**src/rtl/battle_pkg.sv**
```systemverilog
// Shared board constants, coordinate type and shooter FSM states for battle_shooter.
package battle_pkg;

    typedef logic [3:0] coord_t;

    typedef enum logic [1:0] {
        IDLE,
        ISSUE,
        WAIT,
        DONE
    } shooter_state_t;

    localparam int unsigned BOARD_MAX        = 10;
    localparam int unsigned TOTAL_SHIP_CELLS = 19;
    localparam int unsigned BIG_BOMBS_INIT   = 2;
    localparam int unsigned MAX_SHOTS        = 100;

    localparam int unsigned HITS_W  = 5;
    localparam int unsigned SHOTS_W = 7;

endpackage

```
**src/rtl/battle_coord_step.sv**
```systemverilog
// Combinational scan-order step: X runs 1..10, then wraps to 1 on the next row.
module battle_coord_step
    import battle_pkg::*;
(
    input  logic [3:0] x,
    input  logic [3:0] y,
    output logic [3:0] next_x,
    output logic [3:0] next_y,
    output logic       last
);

    always_comb begin
        next_x = x + 4'(1);
        next_y = y;
        last   = (x == 4'(BOARD_MAX)) && (y == 4'(BOARD_MAX));
        if (x == 4'(BOARD_MAX)) begin
            next_x = 4'(1);
            next_y = last ? 4'(1) : y + 4'(1);
        end
    end

endmodule

```
**src/rtl/battle_shooter.sv**
```systemverilog
// Sequential shot initiator: sweeps the board one shot at a time and accumulates hits.
// Big-bomb policy is built only when SHOOTER_BIG_EN is defined.
module battle_shooter
    import battle_pkg::*;
(
    input  logic       clock,
    input  logic       reset_L,
    input  logic       start,
    output logic [3:0] X,
    output logic [3:0] Y,
    output logic       Big,
    output logic [1:0] BigLeft,
    output logic       ScoreThis,
    input  logic       shot_ready,
    input  logic       result_valid,
    input  logic [3:0] hit_count,
    input  logic       near_miss,
    output logic [4:0] total_hits,
    output logic [6:0] shots_fired,
    output logic       done
);

    shooter_state_t state_q, state_d;

    logic [3:0] next_x, next_y;
    logic       last;
    logic [5:0] hits_raw;
    logic [4:0] hits_sat;
    logic       start_game, accept, take_result, finish;

    battle_coord_step u_step (
        .x      (X),
        .y      (Y),
        .next_x (next_x),
        .next_y (next_y),
        .last   (last)
    );

    assign start_game  = start && ((state_q == IDLE) || (state_q == DONE));
    assign accept      = (state_q == ISSUE) && shot_ready;
    assign take_result = (state_q == WAIT) && result_valid;

    // Saturating hit accumulation; finish decision uses the post-update total.
    assign hits_raw = 6'(total_hits) + 6'(hit_count);
    assign hits_sat = (hits_raw > 6'(31)) ? 5'(31) : hits_raw[4:0];
    assign finish   = (hits_sat >= 5'(TOTAL_SHIP_CELLS))
                   || (shots_fired == 7'(MAX_SHOTS)) || last;

    always_ff @(posedge clock or negedge reset_L) begin
        if (!reset_L) state_q <= IDLE;
        else          state_q <= state_d;
    end

    always_comb begin
        state_d = state_q;
        case (state_q)
            IDLE, DONE: if (start)        state_d = ISSUE;
            ISSUE:      if (shot_ready)   state_d = WAIT;
            WAIT:       if (result_valid) state_d = finish ? DONE : ISSUE;
            default:                      state_d = IDLE;
        endcase
    end

    always_ff @(posedge clock or negedge reset_L) begin
        if (!reset_L) begin
            X           <= '0;
            Y           <= '0;
            total_hits  <= '0;
            shots_fired <= '0;
            ScoreThis   <= 1'b0;
            done        <= 1'b0;
        end else begin
            ScoreThis <= (state_d == ISSUE);
            done      <= (state_d == DONE);
            if (start_game) begin
                X           <= 4'(1);
                Y           <= 4'(1);
                total_hits  <= '0;
                shots_fired <= '0;
            end
            if (accept) shots_fired <= shots_fired + 7'(1);
            if (take_result) begin
                total_hits <= hits_sat;
                X          <= next_x;
                Y          <= next_y;
            end
        end
    end

`ifdef SHOOTER_BIG_EN
    logic [1:0] big_left, big_left_d;
    logic       arm_big, arm_big_d;

    always_comb begin
        arm_big_d  = arm_big;
        big_left_d = big_left;
        if (start_game) begin
            arm_big_d  = 1'b0;
            big_left_d = 2'(BIG_BOMBS_INIT);
        end else if (accept) begin
            arm_big_d = 1'b0;
            if (Big) big_left_d = big_left - 2'(1);
        end else if (take_result) begin
            arm_big_d = near_miss;
        end
    end

    // Big is decided on entry to ISSUE and holds until the handshake.
    always_ff @(posedge clock or negedge reset_L) begin
        if (!reset_L) begin
            big_left <= '0;
            arm_big  <= 1'b0;
            Big      <= 1'b0;
        end else begin
            big_left <= big_left_d;
            arm_big  <= arm_big_d;
            Big      <= (state_d == ISSUE) && arm_big_d && (big_left_d != 2'(0));
        end
    end

    assign BigLeft = big_left;
`else
    logic unused_near_miss;
    assign unused_near_miss = near_miss;
    assign Big              = 1'b0;
    assign BigLeft          = 2'b00;
`endif

endmodule

```
**config.mk**
```make
export PLATFORM = sky130hd
export DESIGN_NAME = battle_shooter
export DESIGN_NICKNAME = d
export VERILOG_FILES = /design/src/rtl/battle_pkg.sv /design/src/rtl/battle_coord_step.sv /design/src/rtl/battle_shooter.sv
export SDC_FILE = /design/constraint.sdc
export NUM_CORES = 1
export LEC_CHECK = 0
export CORE_UTILIZATION = 42
export CTS_CLUSTER_DIAMETER = 100
export CTS_CLUSTER_SIZE = 14
export DETAILED_ROUTE_END_ITERATION = 10
export DONT_BUFFER_PORTS = 1
export GPL_TIMING_DRIVEN = 0
export PLACE_DENSITY = 0.63
export SYNTH_ARGS = -nofsm -noshare
export SYNTH_HDL_FRONTEND = slang
export SYNTH_SLANG_ARGS = --single-unit
```
**constraint.sdc**
```tcl
create_clock -name clock -period 3.2 [get_ports clock]
set_input_delay 0.64 -clock clock [delete_from_list [all_inputs] [get_ports clock]]
set_output_delay 0.64 -clock clock [all_outputs]
set_load 0.01 [all_outputs]
```
==> reports/metrics.csv, run 1 <==
stage,metric,value,unit
global_route,grt ovf,0,
synth,"Seq/Total Area, Yosys",40.9,%
routing,WL final,3090,um
placement,Area after DPL,1540,um2
worst_setup_path,max incr delay on CP,0.46,ns
global_route,antenna violations before repair,0,
timing,Worst Tran Pin Value,0.617,ns
clocking,H-tree levels,1,
global_route,largest net degree at the start of global routing,25,
timing,Final period util,73.8,%
clocking,TritonCTS clock tree,yes,
power,Power Density,703,nW/um2
worst_setup_path,"Req. time, crit path",3.41,ns
global_route,first-pass GRT wire length,5290,um
routing,1st-pass router iterations,4,
worst_hold_path,type of the worst min-delay path,in2async,
routing,vias per cell,5.74,
worst_setup_path,CP Class,reg2reg,
clocking,Hold Buf Count CTS,1,
routing,First DRT Iteration DRCs,67,
synth,"EDFF count, synth",0,
timing,setup TNS,0,ns
synth,top-count cell post-synth,dfrtp_1,
power,Internal Power,620,uW
routing,# DRC,0,
timing,Max Fclk,423,MHz
synth,Most used DFF post-synth,dfrtp_1,
power,Switching Fraction,44.1,%
timing,slew margin rel.,58.8,%
floorplanning,IO Pins,35,
timing,Final Skew,0.000967,ns
timing,crit path time final,2.36,ns
power,Combinational Power Share,42.5,%
routing,Wirelength per Cell,14.4,um
worst_setup_path,critical path's slowest cell,dfrtp_1,
timing,final setup vio count,0,
placement,Detailed Place HPWL,2330,um
floorplanning,Die Footprint,3740,um2
clocking,postcts setup bufs,0,
global_route,total track usage,19.0,%
placement,RePlAce Congestion,0.759,
clocking,CTS max path bufs,2,
synth,ys async rst share,100,%
clocking,Clock Latency Late Sink,0.30,ns
worst_setup_path,crit path DAT,2.57,ns
timing,WHS,0.121,ns
worst_setup_path,Worst Setup End Kind,register,
clocking,Worst-path clk slew,0.12,ns
synth,Yosys warning total,0,
floorplanning,Die Height,61.2,um
routing,ANT nets after route,0,
synth,Cell variety after synth,38,
floorplanning,die width,61.2,um
worst_setup_path,Crit path max-delay family,compound AO/OA/AOI/OAI gates,
clocking,CTS resizes,0,
synth,Mapped Avg Cell Area,9.08,um2
global_route,vias in the first global route,1223,
synth,mapped cell area,1470,um2
finish,number of fill cells,342,
power,Static Leak,0.734,nW
power,power share of the clock group,11.7,%
synth,Synth area leader,dfrtp_1,
clocking,clock root buffer,clkbuf_4,
timing,final hold viol count,0,
finish,Finished Cell Area,1580,um2
routing,via count,1229,
timing,Slew Limit Fails,0,
finish,antenna cell count,0,
finish,share of cells above drive strength 1,6.55,%
placement,Port Buffers,0,
synth,"flops & latches, synth",24,
synth,Post-synth top cells,"dfrtp_1 (24), o21ai_0 (19), nand2_1 (16), a21oi_1 (12), ha_1 (12)",
power,VDD IR max,0.000278,V
worst_setup_path,critical path cell sequence,ha_1 -> fa_1 -> a21o_1 -> a211oi_2 -> a41oi_1 -> a311o_2 -> and2_1,
floorplanning,Starting Density,44.1,%
worst_setup_path,Buf/Inv on CP,0,
synth,Synth top area share,40.9,%
floorplanning,core area,3340,um2
power,Psw,489,uW
floorplanning,Site Rows,21,
outcome,status,"finished, final reports clean",
run,max cap viols,0,
clocking,CTS Sinks,24,
power,Reg power frac,45.8,%
worst_setup_path,Crit Path Max Fanout,3,
worst_setup_path,startpoint types,register,
synth,Syn Inst Count,162,
clocking,CTS Buf Count,3,
synth,Synth area leaders,"dfrtp_1 (41%), ha_1 (10%), o21ai_0 (6.5%)",
finish,Area Growth Syn to Fin,7.32,%
timing,unrepaired setup endpoints after global routing,false,
finish,Layout Nets,193,
-- cell families after synthesis --
logic type | synth area share (%)
other cells | 0.255
flops | 40.9
compound gates | 22.0
xor+xnor | 2.38
simple gates | 18.8
fa+ha+maj | 11.6
buf+inv | 4.17
-- sequential cells by signal, summed over array words and instances (netlist names) --
name,flops
total_hits,5
ScoreThis,1
state_q,2
X,4
done,1
Y,4
shots_fired,7
-- cells in the final DEF (no fill, tap or decap), types with 2 or more instances in the layout --
| cell type | n |
|---|---|
| a21oi_1 | 12 |
| o21ai_0 | 19 |
| clkbuf_1 | 2 |
| and3_1 | 5 |
| inv_1 | 7 |
| xnor2_1 | 3 |
| a31oi_1 | 3 |
| nor2_1 | 10 |
| nand2b_1 | 3 |
| a21o_1 | 3 |
| ha_1 | 12 |
| nand3_1 | 10 |
| dfrtp_1 | 24 |
| and2_1 | 2 |
| clkbuf_4 | 3 |
| o31ai_1 | 4 |
| o22ai_1 | 3 |
| nand2_1 | 16 |
| nor3b_1 | 2 |
| conb_1 | 3 |
| buf_4 | 3 |
-- layer usage --
layer | up-vias | share of wire [%] | track usage (%)
li1 | 598 | - | -
met1 | 608 | 45 | 23.5
met5 | - | 0 | 0
met2 | 21 | 49 | 31.5
met3 | 2 | 5.3 | 5.04
met4 | 0 | 0.71 | 7.47
-- worst paths after layout --
check                               start        endpoint  slack, ns  cells after the start
max                         total_hits[0]            done       0.84                      7
min                               reset_L            done       0.12                      1
max reg2reg                 total_hits[0]            done       0.84                      7
min reg2reg                shots_fired[6]  shots_fired[6]       0.58                      1
max in group asynchronous         reset_L       ScoreThis       2.93                      1
min in group clock             shot_ready  shots_fired[3]       0.48                      2
-- metrics by stage --
stage,worst slack [ns],std cells,total power [mW],util [%]
after floorplan,0.830,164,0.855,-
after global placement,0.725,210,0.943,46.0
after CTS,0.841,214,1.12,47.3
after global routing,0.775,214,1.22,47.3
after detailed placement,0.661,210,0.975,46.0
final,0.838,214,1.11,47.3
-- worst reg2reg max path: stages, from the launching register on --
cell and delay, ns:
dfrtp_1 0.46, ha_1 0.25, fa_1 0.44, a21o_1 0.20, a211oi_2 0.22, a41oi_1 0.09, a311o_2 0.46, and2_1 0.14
-- final cells by class --
class,count,area (um2),share of cell area [%]
Inverter,7,26.3,1.67
Buffer,6,35.0,2.22
Sequential cell,24,601,38.1
Clock buffer,3,22.5,1.43
Timing Repair Buffer,1,20.0,1.27
Tap cell,46,57.6,3.65
Multi-Input combinational cell,127,816,51.7
-- power by group through the flow --
| stage | Sequential [mW] | Clock [mW] | Combinational, mW |
|---|---|---|---|
| finish | 0.507 | 0.130 | 0.472 |
| global route | 0.527 | 0.149 | 0.542 |
| CTS | 0.508 | 0.138 | 0.472 |
| detailed placement | 0.514 | 0 | 0.461 |
| global placement | 0.511 | 0 | 0.433 |
| floorplan | 0.490 | 0 | 0.364 |
Note: power is estimated with default switching activity, not from simulation.
==> inputs of run 2 (changes only) <==
==> constraint.sdc (replaced) <==
create_clock -name clock -period 2.19 [get_ports clock]
set_input_delay 0.438 -clock clock [delete_from_list [all_inputs] [get_ports clock]]
set_output_delay 0.438 -clock clock [all_outputs]
set_load 0.01 [all_outputs]
==> run 2 against run 1 <==
Compared with the run above: largest cell class unchanged; flip-flop and latch count did not move; sequential power rose by 47%; clock power rose by 46%; hold slack improved by 0.16 ns; non-clock buffer count rose by 1.
==> reports/metrics.csv, run 2 (synthesis gave the netlist of run 1 again) <==
stage,metric,value,unit,change
outcome,status,"finished, final reports clean",,
timing,unrepaired setup endpoints after global routing,true,,
clocking,TritonCTS clock tree,yes,,
worst_setup_path,Reg2Reg Depth,7,,unchanged
power,total power,1.64,mW,+47%
global_route,antenna violations before repair,0,,unchanged
floorplanning,Die Height,61.2,um,unchanged
clocking,clock root buffer,clkbuf_4,,
finish,Final Non-Filler Cells,215,,+0.47%
global_route,first-pass GRT wire length,5290,um,unchanged
clocking,H-tree levels,1,,unchanged
finish,number of fill cells,339,,-0.88%
floorplanning,die width,61.2,um,unchanged
placement,Placed Cells incl. Taps,210,,unchanged
worst_setup_path,crit path DAT,2.36,ns,-0.21 ns
floorplanning,core area,3340,um2,unchanged
placement,Area after DPL,1540,um2,unchanged
floorplanning,Die Footprint,3740,um2,unchanged
floorplanning,Starting Density,44.1,%,unchanged
power,Switching Fraction,43.8,%,-0.25 points
global_route,largest net degree at the start of global routing,25,,unchanged
timing,Final period util,97.9,%,+24 points
routing,1st-pass router iterations,4,,unchanged
clocking,CTS max path bufs,2,,unchanged
placement,RePlAce Congestion,0.759,,unchanged
worst_setup_path,max incr delay on CP,0.48,ns,+0.02 ns
finish,biggest regs,"shots_fired (7), total_hits (5)",,
routing,First DRT Iteration DRCs,54,,-19%
timing,PnR worst setup slack,0.0471,ns,-0.791 ns
power,Reg power frac,45.6,%,-0.2 points
finish,Layout Nets,194,,+0.52%
finish,"Most flops, register",shots_fired,,
global_route,total track usage,19.0,%,unchanged
floorplanning,IO Pins,35,,unchanged
timing,WHS,0.280,ns,+0.158 ns
clocking,CTS Sinks,24,,unchanged
clocking,Worst-path clk slew,0.13,ns,about the same
routing,Wirelength per Cell,14.3,um,-0.98%
timing,slew margin rel.,59.6,%,+0.75 points
timing,Slew Limit Fails,0,,unchanged
timing,final setup vio count,0,,unchanged
routing,ANT nets after route,0,,unchanged
worst_setup_path,critical path cell sequence,ha_4 -> fa_2 -> a21o_1 -> a211oi_2 -> a41oi_1 -> a311o_2 -> and2_1,,
clocking,postcts setup bufs,0,,unchanged
finish,most frequent cells in the layout,"dfrtp_1 (23), o21ai_0 (19), nand2_1 (16), a21oi_1 (12), ha_1 (11)",,
timing,crit path time final,2.14,ns,-0.219 ns
power,Static Leak,0.734,nW,about the same
worst_setup_path,Crit Path Max Fanout,3,,unchanged
power,Internal Power,919,uW,+48%
timing,Max Fclk,467,MHz,+10%
finish,Area Growth Syn to Fin,9.11,%,
run,max cap viols,0,,unchanged
finish,Finished Cell Area,1600,um2,+1.7%
placement,DP Worst Slack,-0.160,ns,-0.822 ns
finish,max reg flops,7,,unchanged
floorplanning,Site Rows,21,,unchanged
clocking,CTS Buf Count,3,,unchanged
worst_setup_path,"Req. time, crit path",2.40,ns,-1.01 ns
worst_setup_path,CP Class,reg2reg,,
worst_hold_path,type of the worst min-delay path,in2reg,,
power,power share of the clock group,11.6,%,about the same
power,Psw,717,uW,+47%
routing,via count,1223,,-0.49%
placement,Detailed Place HPWL,2330,um,unchanged
finish,antenna cell count,0,,unchanged
power,Power Density,1020,nW/um2,+45%
global_route,grt ovf,0,,unchanged
routing,WL final,3070,um,-0.52%
power,Combinational Power Share,42.7,%,+0.2 points
worst_setup_path,Worst Setup End Kind,register,,
worst_setup_path,startpoint types,register,,
timing,Final Skew,0.00125,ns,+0.000284 ns
routing,vias per cell,5.69,,-0.95%
placement,Port Buffers,0,,unchanged
power,VDD IR max,0.000407,V,+46%
finish,"leading cell type in the layout, fill and taps excluded",dfrtp_1,,
timing,Worst Tran Pin Value,0.606,ns,-0.0112 ns
timing,final hold viol count,0,,unchanged
finish,share of cells above drive strength 1,8.28,%,+1.7 points
routing,# DRC,0,,unchanged
worst_hold_path,Hold Path Depth,2,,
worst_setup_path,critical path's slowest cell,dfrtp_2,,
clocking,Clock Latency Late Sink,0.30,ns,about the same
global_route,vias in the first global route,1222,,-0.082%
==> run 2: cell count changes in the layout (fill, tap and decap cells not counted), sizes merged <==
cell,delta
dlygate4sd3,+1
==> run 2: worst paths after layout <==
path                                start              to  slack (ns)
max in group asynchronous         reset_L   total_hits[0]        1.50
hold reg to reg            shots_fired[6]  shots_fired[6]        0.59
setup / recovery            total_hits[0]            done        0.05
hold / removal                 shot_ready  shots_fired[3]        0.28
setup reg to reg            total_hits[0]            done        0.05
min in group asynchronous         reset_L            done        0.53
==> run 2: final cells by class <==
type | instances | area (um2) | area share [%]
Tap cell | 46 | 57.6 | 3.59
Multi-Input combinational cell | 127 | 831 | 51.8
Inverter | 7 | 26.3 | 1.64
Sequential cell | 24 | 602 | 37.5
Clock buffer | 3 | 22.5 | 1.40
Timing Repair Buffer | 2 | 30.0 | 1.87
Buffer | 6 | 35.0 | 2.18
==> run 2: layer usage <==
metal	track usage [%]	routed length, um	vias up
met3	5.04	161	2
met2	31.5	1510	21
li1	-	-	599
met4	7.47	22	0
met1	23.5	1380	601
met5	0	0	-
==> run 2: through the flow <==
step | setup TNS, ns | utilization, %
finish | 0 | 48.1
floorplan | 0 | -
detailed placement | -0.271 | 46.0
global placement | -0.0914 | 46.0
CTS | 0 | 47.7
global route | -0.00985 | 48.1
==> run 2: what timing repair did <==
item                                    4_1_cts  5_1_grt
endpoints found under the setup margin        3        2
hold buffers                                  2        0
resized for setup                             2        2
pin swaps                                     1        0
hold endpoints to repair                     24        0
cloned                                        0        0
==> run 2: worst max-delay path: cells and delay by family, from the launching register on <==
kind                     cells  cell delay, ns
AO/OA/AOI/OAI                4            0.88
adder cells (fa/ha/maj)      2            0.55
flip-flops                   1            0.48
AND/OR/NAND/NOR              1            0.14
==> run 2: power groups by stage <==
| stage | logic, mW | clock network, mW | registers [mW] |
|---|---|---|---|
| 6_report | 0.699 | 0.190 | 0.746 |
| 5_1_grt | 0.806 | 0.218 | 0.775 |
| 4_1_cts | 0.697 | 0.202 | 0.744 |
| 3_5_place_dp | 0.673 | 0 | 0.751 |
| 3_3_place_gp | 0.632 | 0 | 0.746 |
| 2_1_floorplan | 0.533 | 0 | 0.717 |
==> inputs of run 3 (changes only) <==
--- a/config.mk
+++ b/config.mk
@@ -12,6 +12,7 @@
 export DONT_BUFFER_PORTS = 1
 export GPL_TIMING_DRIVEN = 0
 export PLACE_DENSITY = 0.63
+export RECOVER_POWER = 100
 export SYNTH_ARGS = -nofsm -noshare
 export SYNTH_HDL_FRONTEND = slang
 export SYNTH_SLANG_ARGS = --single-unit
==> run 3 against run 2 <==
Compared with the run above: first-iteration DRC count rose by 1.9%; die area did not move; flip-flop and latch count did not move; global-route usage did not move; register-to-register slack barely moved; critical path type unchanged; critical endpoint unchanged; largest power group unchanged.
==> reports/metrics.csv, run 3 (synthesis gave the netlist of run 1 again) <==
stage,metric,value,unit,change
outcome,status,"finished, final reports clean",,
floorplanning,Starting Density,44.1,%,unchanged
clocking,Clock Latency Late Sink,0.30,ns,about the same
global_route,total track usage,19.0,%,unchanged
finish,post-layout util,47.6,%,-0.49 points
global_route,grt ovf,0,,unchanged
power,Static Leak,0.725,nW,-1.3%
routing,Wirelength per Cell,14.3,um,+0.16%
worst_setup_path,"Req. time, crit path",2.40,ns,about the same
worst_setup_path,startpoint types,register,,
power,Power Density,1030,nW/um2,+0.85%
timing,Worst Tran Pin Value,1.28,ns,+0.674 ns
floorplanning,Site Rows,21,,unchanged
timing,slew margin rel.,14.7,%,-45 points
timing,PnR worst setup slack,0.0432,ns,-0.00388 ns
floorplanning,Die Height,61.2,um,unchanged
timing,final setup vio count,0,,unchanged
routing,via count,1222,,-0.082%
clocking,Worst-path clk slew,0.13,ns,about the same
finish,number of fill cells,341,,+0.59%
timing,Final Skew,0.00149,ns,+0.000236 ns
power,total power,1.63,mW,-0.17%
finish,Layout Nets,194,,unchanged
routing,# DRC,0,,unchanged
timing,final hold viol count,0,,unchanged
worst_setup_path,Worst Setup End Kind,register,,
run,max cap viols,0,,unchanged
global_route,first-pass GRT wire length,5290,um,unchanged
global_route,largest net degree at the start of global routing,25,,unchanged
clocking,postcts setup bufs,0,,unchanged
finish,share of cells above drive strength 1,7.69,%,-0.59 points
finish,Final Non-Filler Cells,215,,unchanged
timing,crit path time final,2.15,ns,+0.00388 ns
timing,unrepaired setup endpoints after global routing,true,,
clocking,clock root buffer,clkbuf_4,,
floorplanning,die width,61.2,um,unchanged
routing,ANT nets after route,0,,unchanged
power,VDD IR max,0.000406,V,about the same
timing,setup TNS,0,ns,unchanged
finish,"Most flops, register",shots_fired,,
floorplanning,IO Pins,35,,unchanged
timing,Slew Limit Fails,0,,unchanged
finish,biggest regs,"shots_fired (7), total_hits (5)",,
routing,First DRT Iteration DRCs,55,,+1.9%
global_route,vias in the first global route,1222,,unchanged
clocking,CTS Buf Count,3,,unchanged
placement,RePlAce Congestion,0.759,,unchanged
worst_setup_path,Crit Path Max Fanout,3,,unchanged
global_route,antenna violations before repair,0,,unchanged
floorplanning,core area,3340,um2,unchanged
finish,most frequent cells in the layout,"dfrtp_1 (23), o21ai_0 (19), nand2_1 (16), a21oi_1 (12), ha_1 (11)",,
worst_setup_path,CP Class,reg2reg,,
finish,max reg flops,7,,unchanged
finish,Area Growth Syn to Fin,8.00,%,
placement,Detailed Place HPWL,2330,um,unchanged
placement,Port Buffers,0,,unchanged
timing,Final period util,98.0,%,+0.18 points
timing,WHS,0.279,ns,-0.000315 ns
clocking,CTS Sinks,24,,unchanged
worst_setup_path,crit path DAT,2.36,ns,about the same
clocking,TritonCTS clock tree,yes,,
routing,WL final,3080,um,+0.16%
finish,antenna cell count,0,,unchanged
routing,vias per cell,5.68,,about the same
clocking,CTS max path bufs,2,,unchanged
finish,Finished Cell Area,1590,um2,-1.0%
timing,Max Fclk,466,MHz,-0.18%
placement,Placed Cells incl. Taps,210,,unchanged
placement,Area after DPL,1540,um2,unchanged
worst_hold_path,type of the worst min-delay path,in2reg,,
routing,1st-pass router iterations,4,,unchanged
finish,"leading cell type in the layout, fill and taps excluded",dfrtp_1,,
placement,DP Worst Slack,-0.160,ns,unchanged
floorplanning,Die Footprint,3740,um2,unchanged
clocking,H-tree levels,1,,unchanged
[run 3: worst max-delay path, stage by stage (launching register included)]
cell      delay [ns]
dfrtp_2         0.48
ha_4            0.18
fa_2            0.37
a21o_1          0.18
a211oi_2        0.22
a41oi_1         0.09
a311o_2         0.39
and2_1          0.14
[run 3: per-layer routing]
metal,global-route usage [%],share of wire (%),vias to the layer above,routed length (um)
li1,-,-,598,-
met1,23.5,45,599,1380
met2,31.5,49,23,1510
met3,5.04,5.3,2,163
met4,7.47,0.71,0,22
met5,0,0,-,0
[run 3: timing repair]
item | in CTS | in global routing
gates cloned | 0 | 0
pin swaps | 1 | 0
gates resized for setup | 2 | 2
endpoints found under the setup margin | 3 | 2
endpoints found under the hold margin | 24 | 0
hold buffers | 2 | 0
[run 3: final timing paths]
| check | startpoint | endpoint | slack (ns) | cells after the start |
|---|---|---|---|---|
| setup / recovery | total_hits[0] | done | 0.04 | 7 |
| hold / removal | shot_ready | shots_fired[3] | 0.28 | 2 |
| setup reg to reg | total_hits[0] | done | 0.04 | 7 |
| hold reg to reg | shots_fired[6] | shots_fired[6] | 0.59 | 1 |
| max in group asynchronous | reset_L | total_hits[0] | 0.44 | 2 |
| min in group asynchronous | reset_L | state_q[0] | 0.91 | 2 |
[run 3: cell type report]
type                            instances  area (um2)  share of cell area, %
Inverter                                7        26.3                   1.65
Tap cell                               46        57.6                   3.62
Multi-Input combinational cell        127         831                   52.3
Clock buffer                            3        22.5                   1.42
Sequential cell                        24         602                   37.9
Buffer                                  6        35.0                   2.21
Timing Repair Buffer                    2        13.8                  0.867
[run 3: where the power goes]
group | total, mW | leakage, nW | switching [mW] | internal (mW)
Clock | 0.191 | 0.0138 | 0.126 | 0.0642
Combinational | 0.696 | 0.394 | 0.403 | 0.293
Sequential | 0.746 | 0.317 | 0.188 | 0.558
Total | 1.63 | 0.725 | 0.717 | 0.915
